## src/rtl/alu_mc.sv

```systemverilog
`default_nettype none
// +----------------------------------------------------------------------------+
// | Module      : alu_mc                                                       |
// | Description : Multi-cycle ALU with valid/ready handshakes. Logic, add/sub, |
// |               compare and shift ops finish in one cycle. Unsigned MUL and  |
// |               DIVU take WIDTH cycles, one bit per cycle (shift-add and     |
// |               restoring divide).                                           |
// | Config      : ALU_MC_MULDIV_EN - when defined, the iterative MUL/DIVU      |
// |               datapath is built. When undefined, opcodes 12/13 are        |
// |               illegal and no multiply/divide logic exists.                 |
// | Revision    : 1.0 - initial release                                        |
// +----------------------------------------------------------------------------+
module alu_mc #(
  parameter int WIDTH = 32,
  parameter int SHW   = $clog2(WIDTH)
) (
  input  logic             clk,
  input  logic             reset_n,
  input  logic             in_valid,
  output logic             in_ready,
  input  logic [WIDTH-1:0] a,
  input  logic [WIDTH-1:0] b,
  input  logic [3:0]       f,
  input  logic [SHW-1:0]   shamt,
  output logic             out_valid,
  input  logic             out_ready,
  output logic [WIDTH-1:0] y,
  output logic [WIDTH-1:0] y_hi,
  output logic             zero,
  output logic             err
);

  localparam logic [3:0] c_OP_AND  = 4'd0;
  localparam logic [3:0] c_OP_OR   = 4'd1;
  localparam logic [3:0] c_OP_ADD  = 4'd2;
  localparam logic [3:0] c_OP_ANDN = 4'd4;
  localparam logic [3:0] c_OP_ORN  = 4'd5;
  localparam logic [3:0] c_OP_SUB  = 4'd6;
  localparam logic [3:0] c_OP_SLT  = 4'd7;
  localparam logic [3:0] c_OP_SLL  = 4'd8;
  localparam logic [3:0] c_OP_SRL  = 4'd9;
  localparam logic [3:0] c_OP_SRA  = 4'd10;
  localparam logic [3:0] c_OP_SLTU = 4'd11;
`ifdef ALU_MC_MULDIV_EN
  localparam logic [3:0] c_OP_MUL  = 4'd12;
  localparam logic [3:0] c_OP_DIVU = 4'd13;
  localparam logic [SHW-1:0] c_LAST_ITER = SHW'(WIDTH - 1);
`endif

  typedef enum logic [1:0] {
    S_IDLE = 2'd0,
    S_BUSY = 2'd1,
    S_DONE = 2'd2
  } state_t;

  state_t           r_state;
  logic             r_in_ready;
  logic             r_out_valid;
  logic [WIDTH-1:0] r_y;
  logic [WIDTH-1:0] r_y_hi;
  logic             r_zero;
  logic             r_err;

  logic [WIDTH-1:0] w_res;
  logic             w_illegal;
  logic             w_accept;

  assign w_accept = (r_state == S_IDLE) && in_valid;

  // Single-cycle result for the opcode currently on the inputs
  always_comb begin
    w_res     = '0;
    w_illegal = 1'b0;
    case (f)
      c_OP_AND:  w_res = a & b;
      c_OP_OR:   w_res = a | b;
      c_OP_ADD:  w_res = a + b;
      c_OP_ANDN: w_res = a & ~b;
      c_OP_ORN:  w_res = a | ~b;
      c_OP_SUB:  w_res = a - b;
      c_OP_SLT:  w_res = {{(WIDTH-1){1'b0}}, ($signed(a) < $signed(b))};
      c_OP_SLL:  w_res = b << shamt;
      c_OP_SRL:  w_res = b >> shamt;
      c_OP_SRA:  w_res = $unsigned($signed(b) >>> shamt);
      c_OP_SLTU: w_res = {{(WIDTH-1){1'b0}}, (a < b)};
      default:   w_illegal = 1'b1;
    endcase
  end

`ifdef ALU_MC_MULDIV_EN
  // Iteration registers shared by MUL and DIVU:
  //   MUL : r_hi = partial product high word, r_lo = multiplier shifting out
  //         while product low bits shift in, r_opnd = multiplicand.
  //   DIVU: r_hi = partial remainder, r_lo = dividend shifting out while
  //         quotient bits shift in, r_opnd = divisor.
  logic [WIDTH-1:0] r_hi;
  logic [WIDTH-1:0] r_lo;
  logic [WIDTH-1:0] r_opnd;
  logic             r_is_div;
  logic             r_divz;
  logic [SHW-1:0]   r_cnt;

  logic             w_multi;
  logic [WIDTH:0]   w_mul_sum;
  logic [WIDTH-1:0] w_mul_hi;
  logic [WIDTH-1:0] w_mul_lo;
  logic [WIDTH:0]   w_div_shift;
  logic [WIDTH:0]   w_div_diff;
  logic [WIDTH-1:0] w_div_rem;
  logic [WIDTH-1:0] w_div_quo;
  logic [WIDTH-1:0] w_step_hi;
  logic [WIDTH-1:0] w_step_lo;

  assign w_multi = (f == c_OP_MUL) || (f == c_OP_DIVU);

  // One shift-add or restoring-divide step based on the current registers
  always_comb begin
    w_mul_sum   = {1'b0, r_hi} + (r_lo[0] ? {1'b0, r_opnd} : {(WIDTH+1){1'b0}});
    w_mul_hi    = w_mul_sum[WIDTH:1];
    w_mul_lo    = {w_mul_sum[0], r_lo[WIDTH-1:1]};
    w_div_shift = {r_hi, r_lo[WIDTH-1]};
    w_div_diff  = w_div_shift - {1'b0, r_opnd};
    // Sign bit of the trial subtraction decides whether to restore
    if (!w_div_diff[WIDTH]) begin
      w_div_rem = w_div_diff[WIDTH-1:0];
      w_div_quo = {r_lo[WIDTH-2:0], 1'b1};
    end else begin
      w_div_rem = w_div_shift[WIDTH-1:0];
      w_div_quo = {r_lo[WIDTH-2:0], 1'b0};
    end
    w_step_hi = r_is_div ? w_div_rem : w_mul_hi;
    w_step_lo = r_is_div ? w_div_quo : w_mul_lo;
  end

  // Load operands on acceptance, then advance one bit per BUSY cycle.
  // A zero divisor needs no special path: every trial subtraction succeeds,
  // so the quotient fills with ones and the remainder rebuilds the dividend.
  always_ff @(posedge clk or negedge reset_n) begin
    if (!reset_n) begin
      r_hi     <= '0;
      r_lo     <= '0;
      r_opnd   <= '0;
      r_is_div <= 1'b0;
      r_divz   <= 1'b0;
      r_cnt    <= '0;
    end else if (w_accept && w_multi) begin
      r_hi     <= '0;
      r_lo     <= a;
      r_opnd   <= b;
      r_is_div <= (f == c_OP_DIVU);
      r_divz   <= (f == c_OP_DIVU) && (b == '0);
      r_cnt    <= '0;
    end else if (r_state == S_BUSY) begin
      r_hi     <= w_step_hi;
      r_lo     <= w_step_lo;
      r_cnt    <= r_cnt + 1'b1;
    end
  end
`endif

  // Control FSM with registered handshake and result outputs
  always_ff @(posedge clk or negedge reset_n) begin
    if (!reset_n) begin
      r_state     <= S_IDLE;
      r_in_ready  <= 1'b1;
      r_out_valid <= 1'b0;
      r_y         <= '0;
      r_y_hi      <= '0;
      r_zero      <= 1'b0;
      r_err       <= 1'b0;
    end else begin
      case (r_state)
        S_IDLE: begin
          if (w_accept) begin
            r_in_ready <= 1'b0;
`ifdef ALU_MC_MULDIV_EN
            if (w_multi) begin
              r_state <= S_BUSY;
            end else begin
              r_state     <= S_DONE;
              r_out_valid <= 1'b1;
              r_y         <= w_res;
              r_y_hi      <= '0;
              r_zero      <= (w_res == '0);
              r_err       <= w_illegal;
            end
`else
            r_state     <= S_DONE;
            r_out_valid <= 1'b1;
            r_y         <= w_res;
            r_y_hi      <= '0;
            r_zero      <= (w_res == '0);
            r_err       <= w_illegal;
`endif
          end
        end
        S_BUSY: begin
`ifdef ALU_MC_MULDIV_EN
          // The final step's result goes straight to the output registers
          if (r_cnt == c_LAST_ITER) begin
            r_state     <= S_DONE;
            r_out_valid <= 1'b1;
            r_y         <= w_step_lo;
            r_y_hi      <= w_step_hi;
            r_zero      <= (w_step_lo == '0);
            r_err       <= r_divz;
          end
`else
          r_state    <= S_IDLE;
          r_in_ready <= 1'b1;
`endif
        end
        S_DONE: begin
          if (out_ready) begin
            r_state     <= S_IDLE;
            r_out_valid <= 1'b0;
            r_in_ready  <= 1'b1;
          end
        end
        default: begin
          r_state     <= S_IDLE;
          r_out_valid <= 1'b0;
          r_in_ready  <= 1'b1;
        end
      endcase
    end
  end

  assign in_ready  = r_in_ready;
  assign out_valid = r_out_valid;
  assign y         = r_y;
  assign y_hi      = r_y_hi;
  assign zero      = r_zero;
  assign err       = r_err;

endmodule
`default_nettype wire

```

## config.mk

```make
export PLATFORM = sky130hd
export DESIGN_NAME = alu_mc
export DESIGN_NICKNAME = d
export VERILOG_FILES = /design/src/rtl/alu_mc.sv
export SDC_FILE = /design/constraint.sdc
export NUM_CORES = 1
export LEC_CHECK = 0
export BUFFER_PORTS_ARGS = -buffer_cell sky130_fd_sc_hd__buf_2
export CAP_MARGIN = 20
export CORE_MARGIN = 2
export CORE_UTILIZATION = 40
export CTS_CLUSTER_SIZE = 25
export DETAILED_ROUTE_END_ITERATION = 12
export SLEW_MARGIN = 20
export SYNTH_ARGS = -nofsm -noshare
export SYNTH_HDL_FRONTEND = slang
export SYNTH_SLANG_ARGS = --single-unit
```

## constraint.sdc

```tcl
create_clock -name clk -period 2.5 [get_ports clk]
set_input_delay 0.125 -clock clk [delete_from_list [all_inputs] [get_ports clk]]
set_output_delay 0.125 -clock clk [all_outputs]
set_load 0.02 [all_outputs]
```

==> summary.md, run 1 <==
| Metric | Value |
|---|---|
| Placed cells | ~2400 |
| Unrepaired setup endpoints after global routing | true |
| Hold crit path type | input pin to register |
| Drt drc | 0 |
| Violated checks | negative setup slack |
| Layout cells sized above 1 | a little under half |
| Crit end category | register |
| Vias in the first global route | 14470 |
| Slowest stage cell, crit path | or4_4 |
| Ranking of synthesized cells by area | dfrtp_1 8.1%, ha_1 7.3%, mux4_2 5.6% |
| Clock Tree Buf Depth | 2 |
| Final GP Congestion | 1.102 |
| Met3 Routed Length | about 5.2 mm |
| Crit-path max FO | 14 |
| Final Setup Violations | 20 |
| Final ANT Viol Nets | 0 |
| DRT Pass-1 Iters | 6 |
| DR iter-0 viols | 1838 |
| Clock network fraction of total power | 10.7% |
| Clk_lat worst skew | roughly 280 ps |
| Max-slew headroom | 42.77% |
| Flop pwr share | 13.1% |
| Clock transition at the registers of the reported paths | 50 ps |
| Starting Density | between 40% and 50% |
| Yosys top cell area share | 8.060% |
| Drt via density | 6.149 |
| CTS buffer count | 5 |
| Dpl ws | -1743 ps |
| First-pass GRT wire length | 87.26 mm |
| Ports | 145 |
| Mapped Cells | 1502 |
| Synth unique cells | 95 |
| CP arrival | around 4000 ps |
| WP data required | 2680 ps |
| TritonCTS clock tree | done |
| # nets final | between 2000 and 2500 |
| Fmax | 265.2 MHz |
| PwrDens | 325.6 nW/um^2 |
| Skew final | roughly 2 ps |
| Power share of the combinational group | approximately 76% |
| NetSw | 0.002631 W |
| Commonest non-fill, non-tap cells in the layout | 578 x buf_4, 125 x nand2_1, 105 x nor2_1 |
| Max-cap violations | 0 |
| Die height | approximately 170 um |
| Post-Synthesis Cell Area | 10870 um^2 |
| Slew Limit Fails | 0 |
| Placeable Area | about 27000 um^2 |
| Crit path time final | 3771 ps |
| Grt total ovfl | 0 |
| Final Util | 65.61% |
| Status | complete, but fails checks |
| Largest net degree at the start of global routing | 46 |
| Input/output buffers | between 100 and 150 |
| Critical setup path kind | input pin to register |
| Measured slew at the worst slew-check pin | 851.9 ps |
| Die area | approximately 29000 um^2 |
| Max rail drop VDD | 0.2783 mV |
| Synth warn | 0 |
| Seq/Total Area, Yosys | 8.302% |
| GRT Overall Usage | 39.64% |
| Syn Area/Cell | 7.235 um^2 |
| Via Count | ~15000 |
| Sw frac | between 40% and 50% |
| Antenna cells | 0 |
| Startpoint types | input pin |
| Clock sink total | 36 |
| Die X-Extent | 168.8 um |
| Commonest non-fill, non-tap cell in the layout | buf_4 |
| Crit-path cells | buf_2, buf_12, buf_4, nor2_1, buf_4, o211a_1, a211oi_1, o22ai_1, o21ai_0, a221o_1, or3_4, a211o_1, or4_4, or4_4, o41ai_4 |
| CP Buf/Inv Count | 4 |
| Static leakage | 8.037 nW |
| EDFF count, synth | 0 |
| WL final | 58.98 mm |
| Met2 WL | 26.30 mm |
| DR WL/cell | 24.08 um |
| Cell taking the most area after synthesis | dfrtp_1 |
| Final worst slack | -1271 ps |
| Area growth syn-to-layout | 61.81% |
| #FFs+latches synth | 36 |
| Layout Cells excl Fill | roughly 2400 |
| Detailed placer's ending HPWL | 48.26 mm |
| WL met1 | 24.68 mm |
| Hold Fails Final Rpt | 0 |
| Highest metal used | met5 |
| Core Rows | 60 |
| Part of the cycle the worst path needs | 150.8% |
| Ys flop type | dfrtp_1 |
| Initial antenna violation count | 1 |
| H-tree depth | 2 |
| Root Driver | clkbuf_16 |
| CP delay by family, top | simple AND/OR/NAND/NOR gates |
| Critical Path Max Stage Delay | 530 ps |
| Synth async-reset ratio | 100.0% |
| Internal Pwr Total | 0.003094 W |
==> layout make-up <==
type,instances,area (um^2)
well taps,341,426.7
fillers,2371,9218
inverters,77,314.1
multi-input cells,1251,10160
clock buffers,8,146.4
repair buffers,736,5634
flip-flops and latches,36,902.1
==> final timing paths <==
check,to,slack [ps],cells after the start,from
max in group asynchronous,out_valid,1550,2,reset_n
max reg2reg,zero,-350,10,out_valid
min in group asynchronous,y[17],470,2,reset_n
max,zero,-1270,15,shamt[0]
min reg2reg,y[21],470,2,y[21]
min,in_ready,30,2,in_valid
==> power groups by stage <==
| stage | clock network, W | registers, W | logic [W] |
|---|---|---|---|
| after floorplan | 0 | 0.000886 | 0.00186 |
| after global placement | 0 | 0.000754 | 0.00375 |
| after detailed placement | 0 | 0.000760 | 0.00379 |
| after CTS | 0.000616 | 0.000750 | 0.00405 |
| after global routing | 0.000642 | 0.000760 | 0.00457 |
| final | 0.000615 | 0.000749 | 0.00436 |
==> worst reg2reg max path, cell delays in order (launching register included) <==
cell,delay (ps)
dfrtp_1,390
inv_1,70
nand2_1,180
a21oi_1,190
o21ai_0,100
a211o_1,340
nand4bb_1,230
nor4_1,350
nand3_1,140
or4_4,540
o41ai_4,210
==> sequential cells by signal, indices dropped and copies added, names as in the netlist <==
name	flops
y	32
err	1
in_ready	1
out_valid	1
zero	1
==> kinds of logic after synthesis <==
logic type / Yosys count / share of synthesized area (%)
and+or+nand+nor: 404 / 17.77
xor gates and xnor gates: 55 / 4.433
AOI/OAI and AO/OA: 539 / 33.89
muxes: 126 / 15.16
buffers and inverters: 246 / 10.03
adders and majority gates: 95 / 10.39
other: 1 / 0.03451
DFF: 36 / 8.302
==> layer usage <==
metal | vias up | track usage, %
met2 | 862 | 64.22
met3 | 142 | 6.266
met5 | - | 0
met4 | 2 | 15.29
li1 | 6790 | -
met1 | 7262 | 52.98
==> synth_stat cells, types with 9 or more instances <==
library cell	n
nand2b_1	20
buf_4	35
a21o_1	10
a22o_1	27
nor2_1	113
ha_1	63
a21oi_1	119
o221ai_1	12
inv_1	75
a2111oi_0	10
xnor2_1	20
nand2_1	125
xor2_1	35
o211ai_1	24
mux2i_1	60
maj3_1	30
o31ai_1	16
buf_1	10
dfrtp_1	35
buf_2	22
o22ai_1	31
nand3_1	16
a211o_1	12
o21ai_1	9
o21a_1	13
nor2b_1	27
mux4_2	27
nand4_1	10
clkbuf_1	101
a211oi_1	26
a31oi_1	16
mux2_2	31
nor3_1	36
o21ai_0	102
==> stage by stage <==
stage	hold slack (ps)	cell area, um^2	setup TNS (ps)	power (W)
6_report	31.63	17580	-5909	0.005725
3_3_place_gp	229.6	15950	-20660	0.004508
3_5_place_dp	239.4	15950	-21360	0.004545
4_1_cts	33.29	16980	-6757	0.005418
5_1_grt	60.76	17580	-7423	0.005975
2_1_floorplan	-170.6	11400	-3642	0.002743
==> what timing repair did <==
action                                  CTS  global route
hold buffers                              1             0
setup buffers                            25            18
pin swaps                                65            68
resized for setup                       153           119
endpoints found under the setup margin   28            28
hold endpoints to repair                 35             0
Note: power is estimated with default switching activity, not from simulation.
==> inputs of run 2 (changes only) <==
- CORE_UTILIZATION: 40 -> 55
- PLACE_DENSITY: default -> 0.8
==> run 2 against run 1 <==
- the run now fails in 5_1_grt
- synthesized cell count stayed put
- area after synthesis stayed put
==> summary.md, run 2 <==
| Metric | Value |
|---|---|
| Yosys top cell area share | between 8 and 9% |
| Input/output buffers | 112 |
| Syn Area/Cell | a little over 7 um^2 |
| Ports | 145 |
| Post-Synthesis Cell Area | between 10000 and 15000 um^2 |
| Die height | 144.6 um |
| Mapped Cells | 1502 |
| Synth warn | 0 |
| Seq/Total Area, Yosys | 8.302% |
| Ys flop type | dfrtp_1 |
| CTS buffer count | 5 |
| Stopped at | 5_1_grt |
| Largest net degree at the start of global routing | 44 |
| Starting Density | 56.02% |
| #FFs+latches synth | 36 |
| Most frequent cell after synthesis | nand2_1 |
| Synth async-reset ratio | 100.0% |
| Synth unique cells | 95 |
| Ranking of synthesized cells by area | dfrtp_1 8.1%, ha_1 7.3%, mux4_2 5.6% |
| Clock sink total | 36 |
| Vias in the first global route | ~20000 |
| Core Rows | 51 |
| Detailed placer's ending HPWL | 44.69 mm |
| Grt total ovfl | about 270 |
| Log Error | [ERROR GRT-0116] Global routing finished with congestion. Check the congestion regions in the DRC Viewer. |
| Final GP Congestion | 1.284 |
| Cell taking the most area after synthesis | dfrtp_1 |
| Die X-Extent | roughly 140 um |
| Clock Tree Buf Depth | 2 |
| First-pass GRT wire length | 132.5 mm |
| Area after DPL | approximately 16000 um^2 |
| Most instantiated cells after synthesis | 125 x nand2_1, 119 x a21oi_1, 113 x nor2_1, 102 x o21ai_0, 101 x clkbuf_1 |
| Status | aborted with a tool error |
| GRT Overall Usage | between 80% and 90% |
| Root Driver | clkbuf_16 |
| H-tree depth | 2 |
| EDFF count, synth | 0 |
## run 2: stage by stage
stage | worst slack [ps] | hold slack (ps) | cells | TNS (ps)
after CTS | -1129 | 42.76 | 2353 | -6414
after detailed placement | -1766 | 217.6 | 2308 | -20370
after global placement | -1597 | 212.7 | 2308 | -17410
after floorplan | -1419 | -170.6 | 1533 | -3642
## run 2: cells by family after synthesis
| logic type | Yosys count | synth area share [%] |
|---|---|---|
| other cells | 1 | 0.03451 |
| buf+inv | 246 | 10.03 |
| flops | 36 | 8.302 |
| mux | 126 | 15.16 |
| xor+xnor | 55 | 4.433 |
| compound gates | 539 | 33.89 |
| simple gates | 404 | 17.77 |
| fa+ha+maj | 95 | 10.39 |
## run 2: repair_timing
item                                    CTS
endpoints found under the hold margin    35
setup buffers                            45
pin swaps                                88
endpoints found under the setup margin   29
resized for setup                       173
hold buffers                              1
## run 2: per-layer routing
layer | GRT usage [%] | overflow
met3 | 71.69 | 8
met4 | 85.13 | 110
met1 | 80.12 | 4
met2 | 96.26 | 149
met5 | 47.37 | 2
==> inputs of run 3 (changes only) <==
- CORE_UTILIZATION: 55 -> 40
- CTS_CLUSTER_SIZE: 25 -> default
- PLACE_DENSITY: 0.8 -> default
- PLACE_DENSITY_LB_ADDON: default -> 0.15
- clock period: 2.5 -> 3.25 ns (I/O delays scaled with it)
==> run 3 against run 2 <==
- the flow now finishes, with violations (negative setup slack)
==> summary.md, run 3 (synthesized netlist as in run 1, its figures left out) <==
| Metric | Value |
|---|---|
| Fmax | between 200 and 300 MHz |
| Commonest non-fill, non-tap cells in the layout | 565 x buf_4, 125 x nand2_1, 116 x a21oi_1 |
| Vias in the first global route | 13710 |
| Part of the cycle the worst path needs | 114.0% |
| Antenna cells | 0 |
| Crit path to | zero |
| WL final | 58.20 mm |
| Reg2Reg Depth | 10 |
| PwrDens | approximately 250 nW/um^2 |
| Commonest non-fill, non-tap cell in the layout | buf_4 |
| Area after DPL | between 15000 and 20000 um^2 |
| Area growth syn-to-layout | 47.44% |
| Sw frac | 46.01% |
| R2R Setup Slk | 430 ps |
| Clk_lat worst skew | between 200 and 300 ps |
| Largest net degree at the start of global routing | 37 |
| Final Setup Violations | 1 |
| Tightest hold margin | 67.97 ps |
| Worst r2r src | out_valid |
| Ports | 145 |
| Critical setup path kind | input pin to register |
| Skew final | 2.831 ps |
| CTS buffer count | 5 |
| Max rail drop VDD | 0.2426 mV |
| Final ANT Viol Nets | 0 |
| Crit path time final | around 3700 ps |
| Final worst slack | -455.1 ps |
| Die area | 28500 um^2 |
| Core Rows | 60 |
| Flop pwr share | 14.1% |
| Hold Fails Final Rpt | 0 |
| Measured slew at the worst slew-check pin | 878.2 ps |
| Internal Pwr Total | 0.002205 W |
| Status | complete, but fails checks |
| Starting Density | around 41% |
| Unrepaired setup endpoints after global routing | true |
| GRT Overall Usage | 39.77% |
| First-pass GRT wire length | about 86 mm |
| Initial antenna violation count | 1 |
| TritonCTS clock tree | done |
| Die X-Extent | 168.8 um |
| CP arrival | 3880 ps |
| Clock network fraction of total power | 12.1% |
| Clock transition at the registers of the reported paths | around 50 ps |
| Layout cells sized above 1 | 39.70% |
| Crit-path max FO | 14 |
| DR WL/cell | 24.31 um |
| Drt drc | 0 |
| # nets final | 2194 |
| Clock Tree Buf Depth | 2 |
| Final Util | about three fifths |
| Max reg flops | 32 |
| Root Driver | clkbuf_16 |
| WP data required | 3430 ps |
| Static leakage | 7.530 nW |
| NetSw | roughly 0.0019 W |
| Final Cell Area | between 15000 and 20000 um^2 |
| Setup_tns | -455.1 ps |
| Drt via density | 6.056 |
| Final GP Congestion | 1.077 |
| Detailed placer's ending HPWL | 48.89 mm |
| Crit end category | register |
| Slew Limit Fails | 0 |
| RR Endpoint | zero |
| Placeable Area | 26800 um^2 |
| H-tree depth | 2 |
| DRT Pass-1 Iters | 5 |
| Max-slew headroom | 41.46% |
| DR iter-0 viols | 1756 |
| Power share of the combinational group | ~74% |
| Die height | 168.8 um |
| Clock sink total | 36 |
| Via Count | 14500 |
| Input/output buffers | 112 |
| Critical Path Start | shamt[2] |
| Hold crit path type | input pin to register |
| Grt total ovfl | 0 |
| Violated checks | negative setup slack |
| Startpoint types | input pin |
| Max-cap violations | 0 |
run 3: metal layers:
layer | GRT usage (%) | vias to the layer above | routed length, um
met4 | 15.44 | 2 | 2459
li1 | - | 6676 | -
met1 | 56.14 | 6896 | 25450
met5 | 0 | - | 15
met2 | 61.60 | 813 | 25000
met3 | 5.050 | 110 | 5272
run 3: power by group through the flow:
stage               logic (W)  clock network (W)  registers [W]
floorplan             0.00136                  0       0.000682
global placement      0.00283                  0       0.000580
detailed placement    0.00284                  0       0.000583
CTS                   0.00291           0.000496       0.000576
global route          0.00318           0.000519       0.000585
finish                0.00301           0.000496       0.000577
run 3: worst max-delay path: stages:
cell       delay (ps)
buf_4             230
buf_8             220
buf_4             220
mux4_2            330
mux2_2            290
o22ai_1           230
buf_4             190
nand2_1            60
o41a_1            160
a2111oi_2         350
buf_4             210
nand3_1            90
nor4_2            230
nand3_1           150
or4_4             550
o41ai_2           190
run 3: layout make-up:
class	count	area [um^2]
tap	341	426.7
fill	2583	10780
timing repair buffer	681	4916
multi-input combinational	1251	9329
inverter	77	291.5
clock buffer	8	156.4
sequential	36	902.1
run 3: stage by stage:
step | total power [W] | worst slack (ps) | cells
floorplan | 0.002041 | -710.6 | 1533
global placement | 0.003410 | -1008 | 2382
detailed placement | 0.003427 | -1067 | 2382
CTS | 0.003979 | -416.7 | 2393
global route | 0.004282 | -567.5 | 2394
finish | 0.004083 | -455.1 | 2394
run 3: worst min-delay path by stage:
stage	startpoint	to	slack, ps	cells after the start
2_1_floorplan	reset_n	err	-130	0
3_3_place_gp	reset_n	y[16]	270	1
3_5_place_dp	reset_n	y[16]	280	1
4_1_cts	in_valid	in_ready	70	2
5_1_grt	in_valid	in_ready	100	2
6_report	in_valid	in_ready	70	2
run 3: what timing repair did:
| item | in CTS | in global routing |
|---|---|---|
| endpoints found under the hold margin | 35 | 0 |
| endpoints found under the setup margin | 6 | 6 |
| setup buffers | 2 | 1 |
| gates resized for setup | 46 | 23 |
| hold buffers | 1 | 0 |
| pin swaps | 14 | 4 |
